===== src/rtl/fpu_pkg.sv =====
`default_nettype none
// ============================================================================
// Module   : fpu_pkg
// Purpose  : FP32 field widths, canonical constants, flag indices and enums
//            shared by the divide sequencer and its operand classifier.
// Revision : 1.0 - initial release
// ============================================================================
package fpu_pkg;

  localparam int EXP_W  = 8;
  localparam int FRAC_W = 23;
  localparam int BIAS   = 127;

  localparam logic [31:0] QNAN    = 32'h7FC0_0000;
  localparam logic [31:0] POS_INF = 32'h7F80_0000;

  // FLAGS = {invalid, divzero, overflow, underflow}
  localparam int FLG_INVALID   = 3;
  localparam int FLG_DIVZERO   = 2;
  localparam int FLG_OVERFLOW  = 1;
  localparam int FLG_UNDERFLOW = 0;

  typedef enum logic [2:0] {
    ST_IDLE   = 3'd0,
    ST_UNPACK = 3'd1,
    ST_ISSUE  = 3'd2,
    ST_WAIT   = 3'd3,
    ST_NORM   = 3'd4,
    ST_PACK   = 3'd5
  } state_t;

  typedef enum logic [1:0] {
    CLS_ZERO = 2'd0,
    CLS_NORM = 2'd1,
    CLS_INF  = 2'd2,
    CLS_NAN  = 2'd3
  } fp_class_t;

  function automatic logic [3:0] flag_only(input int idx);
    logic [3:0] f;
    f      = '0;
    f[idx] = 1'b1;
    return f;
  endfunction

  function automatic logic [31:0] signed_inf(input logic s);
    return POS_INF | {s, 31'b0};
  endfunction

  function automatic logic [31:0] signed_zero(input logic s);
    return {s, 31'b0};
  endfunction

endpackage
`default_nettype wire


===== src/rtl/fdiv_ctrl_if.sv =====
`default_nettype none
// ============================================================================
// Module   : fdiv_ctrl_if
// Purpose  : Client (START/DONE) and divider (REQ/READY) signals of the FP32
//            divide sequencer; slave = sequencer view, master = environment.
// Revision : 1.0 - initial release
// ============================================================================
interface fdiv_ctrl_if;

  logic        START;
  logic [31:0] OPA;
  logic [31:0] OPB;
  logic        BUSY;
  logic        DONE;
  logic [31:0] RESULT;
  logic [3:0]  FLAGS;
  logic [23:0] DIV_A;
  logic [23:0] DIV_B;
  logic        DIV_REQ;
  logic [23:0] DIV_OUT;
  logic        DIV_READY;

  modport slave (
    input  START, OPA, OPB, DIV_OUT, DIV_READY,
    output BUSY, DONE, RESULT, FLAGS, DIV_A, DIV_B, DIV_REQ
  );

  modport master (
    output START, OPA, OPB, DIV_OUT, DIV_READY,
    input  BUSY, DONE, RESULT, FLAGS, DIV_A, DIV_B, DIV_REQ
  );

endinterface
`default_nettype wire


===== src/rtl/fp32_classify.sv =====
`default_nettype none
// ============================================================================
// Module   : fp32_classify
// Purpose  : Combinational binary32 unpack; subnormals flush to signed zero.
// Revision : 1.0 - initial release
// ============================================================================
module fp32_classify
  import fpu_pkg::*;
(
  input  logic [31:0]      op,
  output fp_class_t        cls,
  output logic             sign,
  output logic [EXP_W-1:0] exp,
  output logic [FRAC_W:0]  mant
);

  always_comb begin
    sign = op[31];
    exp  = op[30:23];
    mant = {1'b1, op[22:0]};
    cls  = CLS_NORM;
    if (op[30:23] == 8'h00) begin
      cls  = CLS_ZERO;
      mant = '0;
    end else if (op[30:23] == 8'hFF) begin
      cls = (op[22:0] == 23'd0) ? CLS_INF : CLS_NAN;
    end
  end

endmodule
`default_nettype wire


===== src/rtl/fdiv_ctrl.sv =====
`default_nettype none
// ============================================================================
// Module   : fdiv_ctrl
// Purpose  : FP32 divide sequencer around a shared iterative mantissa divider.
//            FDIV_TIMEOUT_EN adds a bounded wait on the divider (TIMEOUT cycles).
// Revision : 1.0 - initial release
// ============================================================================
module fdiv_ctrl
  import fpu_pkg::*;
#(
  parameter int TIMEOUT = 64
) (
  input  logic       CLK,
  input  logic       RST,
  fdiv_ctrl_if.slave bus
);

  state_t            state_q, state_d;
  logic [31:0]       opa_q, opa_d, opb_q, opb_d;
  logic              busy_q, busy_d, done_q, done_d;
  logic [31:0]       result_q, result_d;
  logic [3:0]        flags_q, flags_d;
  logic [FRAC_W:0]   div_a_q, div_a_d, div_b_q, div_b_d, quo_q, quo_d;
  logic              div_req_q, div_req_d;
  logic              sign_q, sign_d, seen_low_q, seen_low_d;
  logic signed [9:0] exp_q, exp_d;

`ifdef FDIV_TIMEOUT_EN
  localparam int CNT_W = $clog2(TIMEOUT + 1);
  logic [CNT_W-1:0] cnt_q, cnt_d;
`else
  logic [31:0] unused_timeout;
  assign unused_timeout = TIMEOUT;
`endif

  fp_class_t        cls_a, cls_b;
  logic             sgn_a, sgn_b;
  logic [EXP_W-1:0] exp_a, exp_b;
  logic [FRAC_W:0]  man_a, man_b;

  fp32_classify u_cls_a (.op(opa_q), .cls(cls_a), .sign(sgn_a), .exp(exp_a), .mant(man_a));
  fp32_classify u_cls_b (.op(opb_q), .cls(cls_b), .sign(sgn_b), .exp(exp_b), .mant(man_b));

  // Quotient of two [1,2) mantissas lies in (0.5,2): at most one left shift.
  logic signed [9:0] norm_exp;
  logic [FRAC_W-1:0] norm_mant;
  assign norm_exp  = quo_q[FRAC_W] ? exp_q : exp_q - 10'sd1;
  assign norm_mant = quo_q[FRAC_W] ? quo_q[FRAC_W-1:0] : {quo_q[FRAC_W-2:0], 1'b0};

  always_comb begin
    state_d    = state_q;
    opa_d      = opa_q;
    opb_d      = opb_q;
    busy_d     = busy_q;
    done_d     = 1'b0;
    result_d   = result_q;
    flags_d    = flags_q;
    div_a_d    = div_a_q;
    div_b_d    = div_b_q;
    div_req_d  = 1'b0;
    quo_d      = quo_q;
    sign_d     = sign_q;
    exp_d      = exp_q;
    seen_low_d = seen_low_q;
`ifdef FDIV_TIMEOUT_EN
    cnt_d      = cnt_q;
`endif

    case (state_q)
      ST_IDLE: begin
        // busy_q is still set in the DONE cycle, which blocks a same-cycle START
        busy_d = 1'b0;
        if (bus.START && !busy_q) begin
          opa_d   = bus.OPA;
          opb_d   = bus.OPB;
          busy_d  = 1'b1;
          state_d = ST_UNPACK;
        end
      end

      ST_UNPACK: begin
        sign_d = sgn_a ^ sgn_b;
        exp_d  = {2'b00, exp_a} - {2'b00, exp_b} + 10'(BIAS);
        if (cls_a == CLS_NAN || cls_b == CLS_NAN ||
            (cls_a == CLS_ZERO && cls_b == CLS_ZERO) ||
            (cls_a == CLS_INF  && cls_b == CLS_INF)) begin
          result_d = QNAN;
          flags_d  = flag_only(FLG_INVALID);
          state_d  = ST_PACK;
        end else if (cls_a == CLS_NORM && cls_b == CLS_ZERO) begin
          result_d = signed_inf(sgn_a ^ sgn_b);
          flags_d  = flag_only(FLG_DIVZERO);
          state_d  = ST_PACK;
        end else if (cls_a == CLS_INF) begin
          result_d = signed_inf(sgn_a ^ sgn_b);
          flags_d  = '0;
          state_d  = ST_PACK;
        end else if (cls_a == CLS_ZERO || cls_b == CLS_INF) begin
          result_d = signed_zero(sgn_a ^ sgn_b);
          flags_d  = '0;
          state_d  = ST_PACK;
        end else begin
          div_a_d = man_a;
          div_b_d = man_b;
          // Fold the first ISSUE cycle in here so an idle divider sees REQ at T+2
          if (bus.DIV_READY) begin
            div_req_d  = 1'b1;
            seen_low_d = 1'b0;
`ifdef FDIV_TIMEOUT_EN
            cnt_d      = '0;
`endif
            state_d    = ST_WAIT;
          end else begin
            state_d = ST_ISSUE;
          end
        end
      end

      ST_ISSUE: begin
        if (bus.DIV_READY) begin
          div_req_d  = 1'b1;
          seen_low_d = 1'b0;
`ifdef FDIV_TIMEOUT_EN
          cnt_d      = '0;
`endif
          state_d    = ST_WAIT;
        end
      end

      ST_WAIT: begin
`ifdef FDIV_TIMEOUT_EN
        cnt_d = cnt_q + 1'b1;
`endif
        if (!bus.DIV_READY) begin
          seen_low_d = 1'b1;
        end else if (seen_low_q) begin
          quo_d   = bus.DIV_OUT;
          state_d = ST_NORM;
        end
`ifdef FDIV_TIMEOUT_EN
        if (state_d == ST_WAIT && cnt_q == CNT_W'(TIMEOUT - 1)) begin
          result_d = QNAN;
          flags_d  = flag_only(FLG_INVALID);
          state_d  = ST_PACK;
        end
`endif
      end

      ST_NORM: begin
        if (norm_exp >= 10'sd255) begin
          result_d = signed_inf(sign_q);
          flags_d  = flag_only(FLG_OVERFLOW);
        end else if (norm_exp <= 10'sd0) begin
          result_d = signed_zero(sign_q);
          flags_d  = flag_only(FLG_UNDERFLOW);
        end else begin
          result_d = {sign_q, norm_exp[EXP_W-1:0], norm_mant};
          flags_d  = '0;
        end
        state_d = ST_PACK;
      end

      ST_PACK: begin
        done_d  = 1'b1;
        state_d = ST_IDLE;
      end

      default: state_d = ST_IDLE;
    endcase
  end

  always_ff @(posedge CLK or posedge RST) begin
    if (RST) begin
      state_q    <= ST_IDLE;
      opa_q      <= '0;
      opb_q      <= '0;
      busy_q     <= 1'b0;
      done_q     <= 1'b0;
      result_q   <= '0;
      flags_q    <= '0;
      div_a_q    <= '0;
      div_b_q    <= '0;
      div_req_q  <= 1'b0;
      quo_q      <= '0;
      sign_q     <= 1'b0;
      exp_q      <= '0;
      seen_low_q <= 1'b0;
`ifdef FDIV_TIMEOUT_EN
      cnt_q      <= '0;
`endif
    end else begin
      state_q    <= state_d;
      opa_q      <= opa_d;
      opb_q      <= opb_d;
      busy_q     <= busy_d;
      done_q     <= done_d;
      result_q   <= result_d;
      flags_q    <= flags_d;
      div_a_q    <= div_a_d;
      div_b_q    <= div_b_d;
      div_req_q  <= div_req_d;
      quo_q      <= quo_d;
      sign_q     <= sign_d;
      exp_q      <= exp_d;
      seen_low_q <= seen_low_d;
`ifdef FDIV_TIMEOUT_EN
      cnt_q      <= cnt_d;
`endif
    end
  end

  assign bus.BUSY    = busy_q;
  assign bus.DONE    = done_q;
  assign bus.RESULT  = result_q;
  assign bus.FLAGS   = flags_q;
  assign bus.DIV_A   = div_a_q;
  assign bus.DIV_B   = div_b_q;
  assign bus.DIV_REQ = div_req_q;

endmodule
`default_nettype wire


===== src/flat_wrapper.sv =====
// flat-port wrapper written by rule: the top's interface ports become plain ports
module fdiv_ctrl_flat import fpu_pkg::*;
#(
  parameter int TIMEOUT = 64
)
  (CLK, RST, bus_START, bus_OPA, bus_OPB, bus_DIV_OUT, bus_DIV_READY, bus_BUSY, bus_DONE, bus_RESULT, bus_FLAGS, bus_DIV_A, bus_DIV_B, bus_DIV_REQ);
  fdiv_ctrl_if bus_i ();
  input  logic CLK;
  input  logic RST;
  input wire logic [$bits(bus_i.START)-1:0] bus_START;
  input wire logic [$bits(bus_i.OPA)-1:0] bus_OPA;
  input wire logic [$bits(bus_i.OPB)-1:0] bus_OPB;
  input wire logic [$bits(bus_i.DIV_OUT)-1:0] bus_DIV_OUT;
  input wire logic [$bits(bus_i.DIV_READY)-1:0] bus_DIV_READY;
  output wire logic [$bits(bus_i.BUSY)-1:0] bus_BUSY;
  output wire logic [$bits(bus_i.DONE)-1:0] bus_DONE;
  output wire logic [$bits(bus_i.RESULT)-1:0] bus_RESULT;
  output wire logic [$bits(bus_i.FLAGS)-1:0] bus_FLAGS;
  output wire logic [$bits(bus_i.DIV_A)-1:0] bus_DIV_A;
  output wire logic [$bits(bus_i.DIV_B)-1:0] bus_DIV_B;
  output wire logic [$bits(bus_i.DIV_REQ)-1:0] bus_DIV_REQ;
  assign bus_i.START = bus_START;
  assign bus_i.OPA = bus_OPA;
  assign bus_i.OPB = bus_OPB;
  assign bus_i.DIV_OUT = bus_DIV_OUT;
  assign bus_i.DIV_READY = bus_DIV_READY;
  assign bus_BUSY = bus_i.BUSY;
  assign bus_DONE = bus_i.DONE;
  assign bus_RESULT = bus_i.RESULT;
  assign bus_FLAGS = bus_i.FLAGS;
  assign bus_DIV_A = bus_i.DIV_A;
  assign bus_DIV_B = bus_i.DIV_B;
  assign bus_DIV_REQ = bus_i.DIV_REQ;
  fdiv_ctrl #(.TIMEOUT(TIMEOUT)) u_core (.CLK(CLK), .RST(RST), .bus(bus_i));
endmodule

===== config.mk =====
export PLATFORM = sky130hd
export DESIGN_NAME = fdiv_ctrl_flat
export DESIGN_NICKNAME = d
export VERILOG_FILES = /design/src/rtl/fpu_pkg.sv /design/src/rtl/fdiv_ctrl_if.sv /design/src/rtl/fp32_classify.sv /design/src/rtl/fdiv_ctrl.sv /design/src/flat_wrapper.sv
export SDC_FILE = /design/constraint.sdc
export NUM_CORES = 1
export LEC_CHECK = 0
export CORE_MARGIN = 5
export CORE_UTILIZATION = 43
export CTS_CLUSTER_DIAMETER = 60
export DETAILED_ROUTE_END_ITERATION = 10
export PLACE_DENSITY = 0.78
export SLEW_MARGIN = 20
export SYNTH_ARGS = -nofsm -noshare
export SYNTH_HDL_FRONTEND = slang
export SYNTH_SLANG_ARGS = --single-unit

===== constraint.sdc =====
create_clock -name CLK -period 8.43 [get_ports CLK]
set_clock_uncertainty 0.15 [all_clocks]
set_input_delay 1.686 -clock CLK [delete_from_list [all_inputs] [get_ports CLK]]
set_output_delay 1.686 -clock CLK [all_outputs]
set_load 0.01 [all_outputs]

==> results_dict.tcl, run 1 <==
set metrics [dict create \
    drive_gt1_frac 0.212 \
    synth_area_per_cell_sq_um 12.4 \
    synth_area_sq_um 8480 \
    synth_fp_nets 788 \
    die_x_um 150 \
    nFillCells 1639 \
    hp-class "flip-flop to flip-flop" \
    start_kind "input port" \
    power_switching_share 0.360 \
    stdcell_count 1136 \
    p_leak_uw 0.00472 \
    nets 961 \
    port_buffers 178 \
    slew_viol_final 0 \
    ys_seq_area_frac 0.560 \
    cts_buffers 17 \
    switchingPower_uw 1590 \
    ys.flop_type "dfrtp_1" \
    p_total_uw 4420 \
    synth_edf_count 0 \
    rsz0062_at_grt "false" \
    cts_hold_buf 0 \
    ir_worst_vdd_uv 193 \
    drc 0 \
    num_vias 5847 \
    arrival_ps 3680 \
    floorplan.initialDensity 0.436 \
    drtAntennaViolNets 0 \
    hold_viol_final 0 \
    antenna_found_initial 2 \
    yosys_warnings 0 \
    path_max_fanout 120 \
    n_antenna_cell 0 \
    overflow 0 \
    cts_tree "done" \
    fp.dieH_um 150 \
    fin_crit_ps 3380 \
    clkLatencyLatePin_ps 430 \
    cts_root_buf "clkbuf_16" \
    synth_cells 685 \
    rows 51 \
    fin_crit_sh 0.401 \
    finalSetupTns_ps 0 \
    htree_num_levels 4 \
    dp.cells 1104 \
    post_cts_buffers 0 \
    grt_first_pass_wirelength_um 30800 \
    setup-violations-final 0 \
    tightest_slew_ps 875 \
    grt_pass1_vias 6043 \
    pwr-share-comb 0.435 \
    ios 179 \
    dieArea_sq_um 22600 \
    max_stage_delay_ps 810 \
    async_flop_share 1.00 \
    vias_per_cell 5.15 \
    worstPathRequired_ps 8730 \
    drt_wl_total_um 18700 \
    p_per_area_nw_per_um2 397 \
    synth_top_cell_area_share 0.560 \
    fmax_ghz 0.296 \
    worstPathCellList "clkdlybuf4s50_1 > inv_8 > buf_4" \
    slew_headroom 0.415 \
    netlist_top_cells_area "dfrtp_1 56%, mux2_2 18%, mux2i_1 2.8%, o21ai_0 2.7%, nand2_1 2.3%" \
    cp-end-kind "asynchronous set/reset pin" \
    crit_type "input port to asynchronous set/reset pin" \
    clockBufferDepth 2 \
    maxCapViolCount 0 \
    drt_iter0_drc 252 \
    coreArea_sq_um 19500 \
    final_cell_mix "190 x dfrtp_1, 178 x clkdlybuf4s50_1, 134 x mux2_2" \
    ys_seq_elements 190 \
    grt_usage 0.172 \
    synthDistinctLibCells 64 \
    yosysTopAreaCell "dfrtp_1" \
    internal_power_uw 2830 \
    clkPwrFrac 0.186 \
    status "complete, no violations" \
    wl_per_cell_um 16.5 \
    critPathSlowestCell "buf_4" \
    dpl.hpwl_um 13400 \
    grt_max_degree 121 \
    cts_num_sinks 190 \
    seq_power_share 0.379 \
    syn2layout_area_growth_pct 31.1 \
    final_common_cell "dfrtp_1" \
    firstDrtPassIters 4 \
    clk_pin_slew_worst_paths_ps 70 \
    gp_congestion 0.796 \
    cts.repair.resized 0 \
]
-- worst max-delay path, delay by kind of cell --
kind     cells  cell delay (ps)
buf+inv      3             1860
-- cells in the mapped netlist, types with 2 or more instances --
master	number
nor4_1	16
nand4_1	11
and3_1	3
nor2_1	33
nor3b_1	2
a31oi_1	2
or3_1	4
nand2_1	52
ha_1	10
nand3_1	6
o311ai_0	2
nand2b_1	5
clkbuf_1	19
dfrtp_1	190
nor3_1	8
a21oi_1	19
mux2_2	134
a21o_1	3
inv_1	22
o31ai_1	6
xor2_1	7
a22oi_1	3
o21ai_0	45
nor2b_1	4
buf_2	5
and2_1	2
clkbuf_2	2
xnor2_1	10
mux2i_1	24
or2_2	2
-- power by group through the flow --
stage          clock [uW]  combinational, uW  sequential, uW
6_report              823               1920            1670
5_1_grt               884               2130            1740
4_1_cts               842               1940            1670
3_5_place_dp            0               1930            1680
3_3_place_gp            0               1870            1670
2_1_floorplan           0               1300            1660
-- per-stage QoR --
stage | hold WS, ps | util | setup WS, ps | instance area, sq um
6_report | 328 | 0.571 | 5050 | 11100
5_1_grt | 352 | 0.571 | 4720 | 11100
4_1_cts | 328 | 0.571 | 4990 | 11100
3_5_place_dp | 306 | 0.539 | 4510 | 10500
3_3_place_gp | 307 | 0.539 | 4520 | 10500
2_1_floorplan | 301 | - | 1420 | 8480
-- registers in the layout, summed over array words and instances (netlist names) --
register            cells
u_core.bus.DIV_REQ      1
u_core.state_q          3
u_core.seen_low_q       1
u_core.opb_q           32
u_core.opa_q           32
u_core.bus.BUSY         1
u_core.quo_q           24
u_core.bus.RESULT      32
u_core.bus.DIV_B       24
u_core.exp_q           10
u_core.bus.FLAGS        4
u_core.sign_q           1
u_core.bus.DIV_A       24
u_core.bus.DONE         1
-- final cells by class --
cell class / count / area (sq um) / share of cell area
clock buffers: 17 / 425 / 0.0383
well taps: 265 / 332 / 0.0298
inverters: 23 / 93.8 / 0.00844
repair buffers: 183 / 1820 / 0.164
clock inverters: 15 / 194 / 0.0174
flip-flops and latches: 190 / 4750 / 0.428
multi-input cells: 443 / 3500 / 0.315
-- per-layer routing --
metal | share of wire | wire (um) | up-vias | GRT usage
li1 | - | - | 2800 | -
met1 | 0.44 | 8160 | 2844 | 0.225
met2 | 0.46 | 8540 | 174 | 0.262
met3 | 0.087 | 1640 | 25 | 0.0686
met4 | 0.019 | 352 | 4 | 0.0535
met5 | 0.0012 | 23 | - | 0
-- cells by family after synthesis --
family,Yosys count,share of synthesized area
XOR/XNOR,17,0.0176
buffers and inverters,52,0.0292
AND/OR/NAND/NOR,158,0.0965
AO/OA/AOI/OAI,98,0.0717
flip-flops,190,0.560
adder cells (fa/ha/maj),11,0.0171
multiplexers,159,0.208
-- worst paths after layout --
kind	end	startpoint	cells past startpoint	slack, ps
hold / removal	u_core.bus.DIV_A[23]$_DFFE_PP0P_	u_core.bus.DIV_A[23]$_DFFE_PP0P_	1	330
hold reg to reg	u_core.bus.DIV_A[23]$_DFFE_PP0P_	u_core.bus.DIV_A[23]$_DFFE_PP0P_	1	330
min in group asynchronous	u_core.bus.RESULT[4]$_DFFE_PP0P_	RST	2	1640
setup / recovery	u_core.opa_q[11]$_DFFE_PP0P_	RST	3	5050
max in group CLK	u_core.opb_q[28]$_DFFE_PP0P_	bus_START	6	5160
setup reg to reg	u_core.bus.DIV_A[0]$_DFFE_PP0P_	u_core.state_q[0]$_DFFE_PP0P_	5	5200
Note: power is estimated with default switching activity, not from simulation.
==> inputs of run 2 (changes only) <==
- PLACE_DENSITY: 0.78 -> 0.81
- clock period: 8.43 -> 2.99 ns (I/O delays scaled with it)
==> run 2 against run 1 <==
Net effect:
- critical endpoint is now u_core.exp_q[8]$_DFFE_PP0P_
- total power grew to 2.9 times the previous value
- design area is 1.2% higher
- utilization grew 0.68 points
- sequential power rose to 2.8 times the previous value
- combinational power grew to 2.9 times the previous value
- final cell count is 0.70% higher
- critical path type is now flip-flop to flip-flop
- global-route usage is 0.54 points higher
- register-to-register slack worse by 5000 ps
- die area stayed put
- critical path depth grew 9
- highest routed layer is now met4
==> results_dict.tcl, run 2 (same netlist as run 1, synthesis figures left out) <==
set metrics [dict create \
    overflow 0 \
    drtAntennaViolNets 0 \
    dpl_cell_area_sq_um 10600 \
    status "complete, no violations" \
    ir_worst_vdd_uv 635 \
    cts_buffers 17 \
    nets 969 \
    finalSetupTns_ps 0 \
    max_stage_delay_ps 540 \
    start_kind "flip-flop" \
    coreArea_sq_um 19500 \
    drt_iter0_drc 212 \
    port_buffers 178 \
    stdcell_count 1144 \
    gp_congestion 0.828 \
    floorplan.initialDensity 0.436 \
    timing.final.ws_setup_ps 183 \
    p_leak_uw 0.00478 \
    drc 0 \
    num_vias 5886 \
    drt_wl_total_um 19200 \
    drive_gt1_frac 0.224 \
    nFillCells 1631 \
    p_total_uw 12700 \
    rsz0062_at_grt "true" \
    worstPathRequired_ps 3190 \
    clkLatencyLatePin_ps 430 \
    grt_max_degree 71 \
    setup-violations-final 0 \
    final_common_cell "dfrtp_1" \
    p_per_area_nw_per_um2 1130 \
    fp.dieH_um 150 \
    antenna_found_initial 0 \
    die_x_um 150 \
    cts_tree "done" \
    cp-end-kind "flip-flop" \
    worstPathCellList "inv_1 > ha_2 > inv_1 > fa_1 > inv_1 > ha_4 > and4b_1 > nand3_1 > a32o_2 > a211oi_2 > or3_1 > a31oi_1" \
    tightest_slew_ps 791 \
    slew_viol_final 0 \
    final_cell_mix "190 x dfrtp_1, 178 x clkdlybuf4s50_1, 134 x mux2_2" \
    syn2layout_area_growth_pct 32.6 \
    slew_headroom 0.466 \
    dpl.hpwl_um 14000 \
    grt_first_pass_wirelength_um 31800 \
    grt_pass1_vias 6294 \
    arrival_ps 3010 \
    crit_type "flip-flop to flip-flop" \
    n_antenna_cell 0 \
    clk_pin_slew_worst_paths_ps 70 \
    hold_viol_final 0 \
    wl_per_cell_um 16.8 \
    ios 179 \
    rows 51 \
    cts_num_sinks 190 \
    vias_per_cell 5.15 \
    path_common_cell "inv_1" \
    post_cts_buffers 0 \
    maxCapViolCount 0 \
    path_max_fanout 4 \
    htree_num_levels 4 \
    hp-class "input port to asynchronous set/reset pin" \
    grt_usage 0.177 \
    fin_crit_ps 2810 \
    critPathSlowestCell "fa_1" \
    fmax_ghz 0.356 \
    dp.cells 1112 \
    clockBufferDepth 2 \
    pre_cts_ws_ps 97.9 \
    dieArea_sq_um 22600 \
    final_area_sq_um 11300 \
    firstDrtPassIters 5 \
    cts_root_buf "clkbuf_16" \
    fin_crit_sh 0.939 \
]
==> run 2: cell count changes in the layout (fill, tap and decap cells not counted), sizes merged <==
cell,previous run,this run
clkinv,6,7
inv,30,29
buf,5,13
==> run 2: final cells by class <==
class / instances / area [sq um] / share of cell area
timing repair buffer: 191 / 1940 / 0.173
sequential: 190 / 4750 / 0.423
tap: 265 / 332 / 0.0295
multi-input combinational: 443 / 3510 / 0.312
clock buffer: 17 / 425 / 0.0378
inverter: 23 / 90.1 / 0.00801
clock inverter: 15 / 193 / 0.0171
==> run 2: metrics by stage <==
stage,hold slack [ps],utilization
2_1_floorplan,301,-
3_3_place_gp,301,0.545
3_5_place_dp,306,0.545
4_1_cts,317,0.577
5_1_grt,327,0.578
6_report,325,0.578
==> run 2: timing repair <==
action                                  in CTS  in global routing
hold buffers                                 0                  0
gates resized for setup                      0                  7
hold endpoints to repair                     0                  0
endpoints found under the setup margin       0                  3
==> run 2: metal layers <==
layer  GRT usage  up-vias  part of all wire
li1            -     2815                 -
met1       0.225     2897              0.42
met2       0.284      161              0.48
met3      0.0738       13             0.094
met4      0.0393        0            0.0097
met5           0        -                 0
==> run 2: power breakdown <==
group	switching [uW]	total (uW)	internal [uW]
sequential	938	4710	3770
combinational	2530	5660	3130
clock	1110	2320	1210
total	4580	12700	8110
==> run 2: worst paths after layout <==
path / cells past startpoint / slack (ps) / start / to
worst min register to register: 1 / 330 / u_core.bus.DIV_B[23]$_DFFE_PP0P_ / u_core.bus.DIV_B[23]$_DFFE_PP0P_
worst max-delay path: 12 / 180 / u_core.opa_q[23]$_DFFE_PP0P_ / u_core.exp_q[8]$_DFFE_PP0P_
min in group CLK: 1 / 330 / u_core.bus.DIV_B[23]$_DFFE_PP0P_ / u_core.bus.DIV_B[23]$_DFFE_PP0P_
worst min-delay path: 2 / 330 / RST / u_core.bus.RESULT[25]$_DFFE_PP0P_
max in group asynchronous: 3 / 1740 / RST / u_core.opa_q[4]$_DFFE_PP0P_
worst max register to register: 12 / 180 / u_core.opa_q[23]$_DFFE_PP0P_ / u_core.exp_q[8]$_DFFE_PP0P_
==> run 2: worst max-delay path: cells and delay by family, from the launching register on <==
| family | cells | cell delay (ps) |
|---|---|---|
| AOI/OAI and AO/OA | 3 | 430 |
| adders and majority gates | 3 | 880 |
| buffers and inverters | 3 | 210 |
| DFF | 1 | 410 |
| and+or+nand+nor | 3 | 660 |
==> patch: new RTL, flow settings as in run 2 <==
Build with the macro `FDIV_TIMEOUT_EN` defined.
--- a/src/rtl/fdiv_ctrl.sv
+++ b/src/rtl/fdiv_ctrl.sv
@@ -5,6 +5,8 @@
 //            FDIV_TIMEOUT_EN adds a bounded wait on the divider (TIMEOUT cycles).
 // Revision : 1.0 - initial release
 // ============================================================================
+`define FDIV_TIMEOUT_EN
+
 module fdiv_ctrl
   import fpu_pkg::*;
 #(
Behaviour: same outputs for any inputs over 4 cycles, from zero or initial values and one cycle with RST high; that may be too few to reach the edited logic, so the function may still have changed.
==> patch against run 2 <==
- utilization down 0.072 points
- setup slack better by 0.049 ns
- via count up 5.2%
- routed wire length up 6.4%
- sequential cell count up 7
- power up 4.2%
- global-route usage up 0.25 points
- area after synthesis up 2.8%
- cell area up 3.2%
==> patch: results (changes against run 2) <==
<table>
<tr><th>Metric</th><th>Value</th></tr>
<tr><th colspan="2">Worst setup path</th></tr>
<tr><td>Terminus of the critical flop-to-flop path</td><td>u_core.bus.RESULT[6]</td></tr>
<tr><td>Largest delay contributor family on the critical path</td><td>compound AO/OA/AOI/OAI gates</td></tr>
<tr><td>Crit Reg-Reg Startpoint</td><td>u_core.exp_q[0]</td></tr>
<tr><td>Cell at the slowest stage of the critical path</td><td>sky130_fd_sc_hd__dfrtp_1</td></tr>
<tr><td>Delay of the slowest cell on the worst path</td><td>0.47 ns (-0.07 ns)</td></tr>
<tr><th colspan="2">Finish</th></tr>
<tr><td>Fraction of final layout cells sized beyond drive strength 1</td><td>20.7% (-1.7 points)</td></tr>
<tr><th colspan="2">Synthesis</th></tr>
<tr><td>Synth Area in Compound Gates</td><td>7.69% (+0.53 points)</td></tr>
<tr><td>Most frequent cells after synthesis</td><td>sky130_fd_sc_hd__dfrtp_1 (197), sky130_fd_sc_hd__mux2_2 (126), sky130_fd_sc_hd__nand2_1 (73)</td></tr>
<tr><td>Arithmetic-cell share of the synthesized area counting full adders, half adders and majority gates</td><td>2.10% (+0.38 points)</td></tr>
<tr><td>Post-Synth XOR/XNOR Area</td><td>2.11% (+0.35 points)</td></tr>
<tr><td>Top area cells in the synthesized netlist</td><td>sky130_fd_sc_hd__dfrtp_1 (57%), sky130_fd_sc_hd__mux2_2 (16%), sky130_fd_sc_hd__o21ai_0 (3.3%)</td></tr>
<tr><th colspan="2">Run status</th></tr>
<tr><td>Status</td><td>finished clean</td></tr>
<tr><th colspan="2">Timing</th></tr>
<tr><td>Smallest hold slack</td><td>0.327 ns (+0.00156 ns)</td></tr>
<tr><th colspan="2">Drt</th></tr>
<tr><td>Count of vias placed by the detailed router</td><td>6,195 (+5.2%)</td></tr>
<tr><th colspan="2">GRT</th></tr>
<tr><td>Global-route usage over all layers</td><td>17.9% (+0.25 points)</td></tr>
<tr><td>Pin count of the biggest net entering global routing</td><td>74 (+4.2%)</td></tr>
<tr><th colspan="2">Min path</th></tr>
<tr><td>Type of the most critical hold path</td><td>flop to flop</td></tr>
<tr><th colspan="2">Placement</th></tr>
<tr><td>Placed wire-length estimate</td><td>15.0 mm (+7.7%)</td></tr>
<tr><td>Post-DP Area</td><td>10,900 sq um (+3.1%)</td></tr>
<tr><th colspan="2">Pwr</th></tr>
<tr><td>Static power due to leakage</td><td>4.88 nW (+2.3%)</td></tr>
</table>
patch: power breakdown:
part	switching (mW)	internal, mW
Combinational	2.78	3.17
Clock	1.19	1.17
Sequential	0.991	3.92
patch: area by class of cell:
class | count | area [sq um]
Sequential cell | 197 | 4930
Timing Repair Buffer | 196 | 1980
Clock buffer | 17 | 425
Multi-Input combinational cell | 479 | 3650
Fill cell | 1617 | 8500
Tap cell | 270 | 338
Inverter | 20 | 78.8
Clock inverter | 15 | 208
patch: per-layer routing:
metal	up-vias	GRT usage [%]	share of wire (%)
met5	-	0	0
met4	0	6.42	2.7
met3	33	3.75	4.3
met2	148	30.2	51
met1	3054	23.0	42
li1	2960	-	-
patch: repair_timing:
item | CTS | global route
endpoints found under the setup margin | 0 | 23
gates resized for setup | 0 | 5
setup buffers | 0 | 0
patch: cells by family after synthesis:
logic type	count (synthesis)
and+or+nand+nor	185
AOI/OAI and AO/OA	110
muxes	149
xor gates and xnor gates	21
buffers and inverters	50
DFF	197
adders and majority gates	14
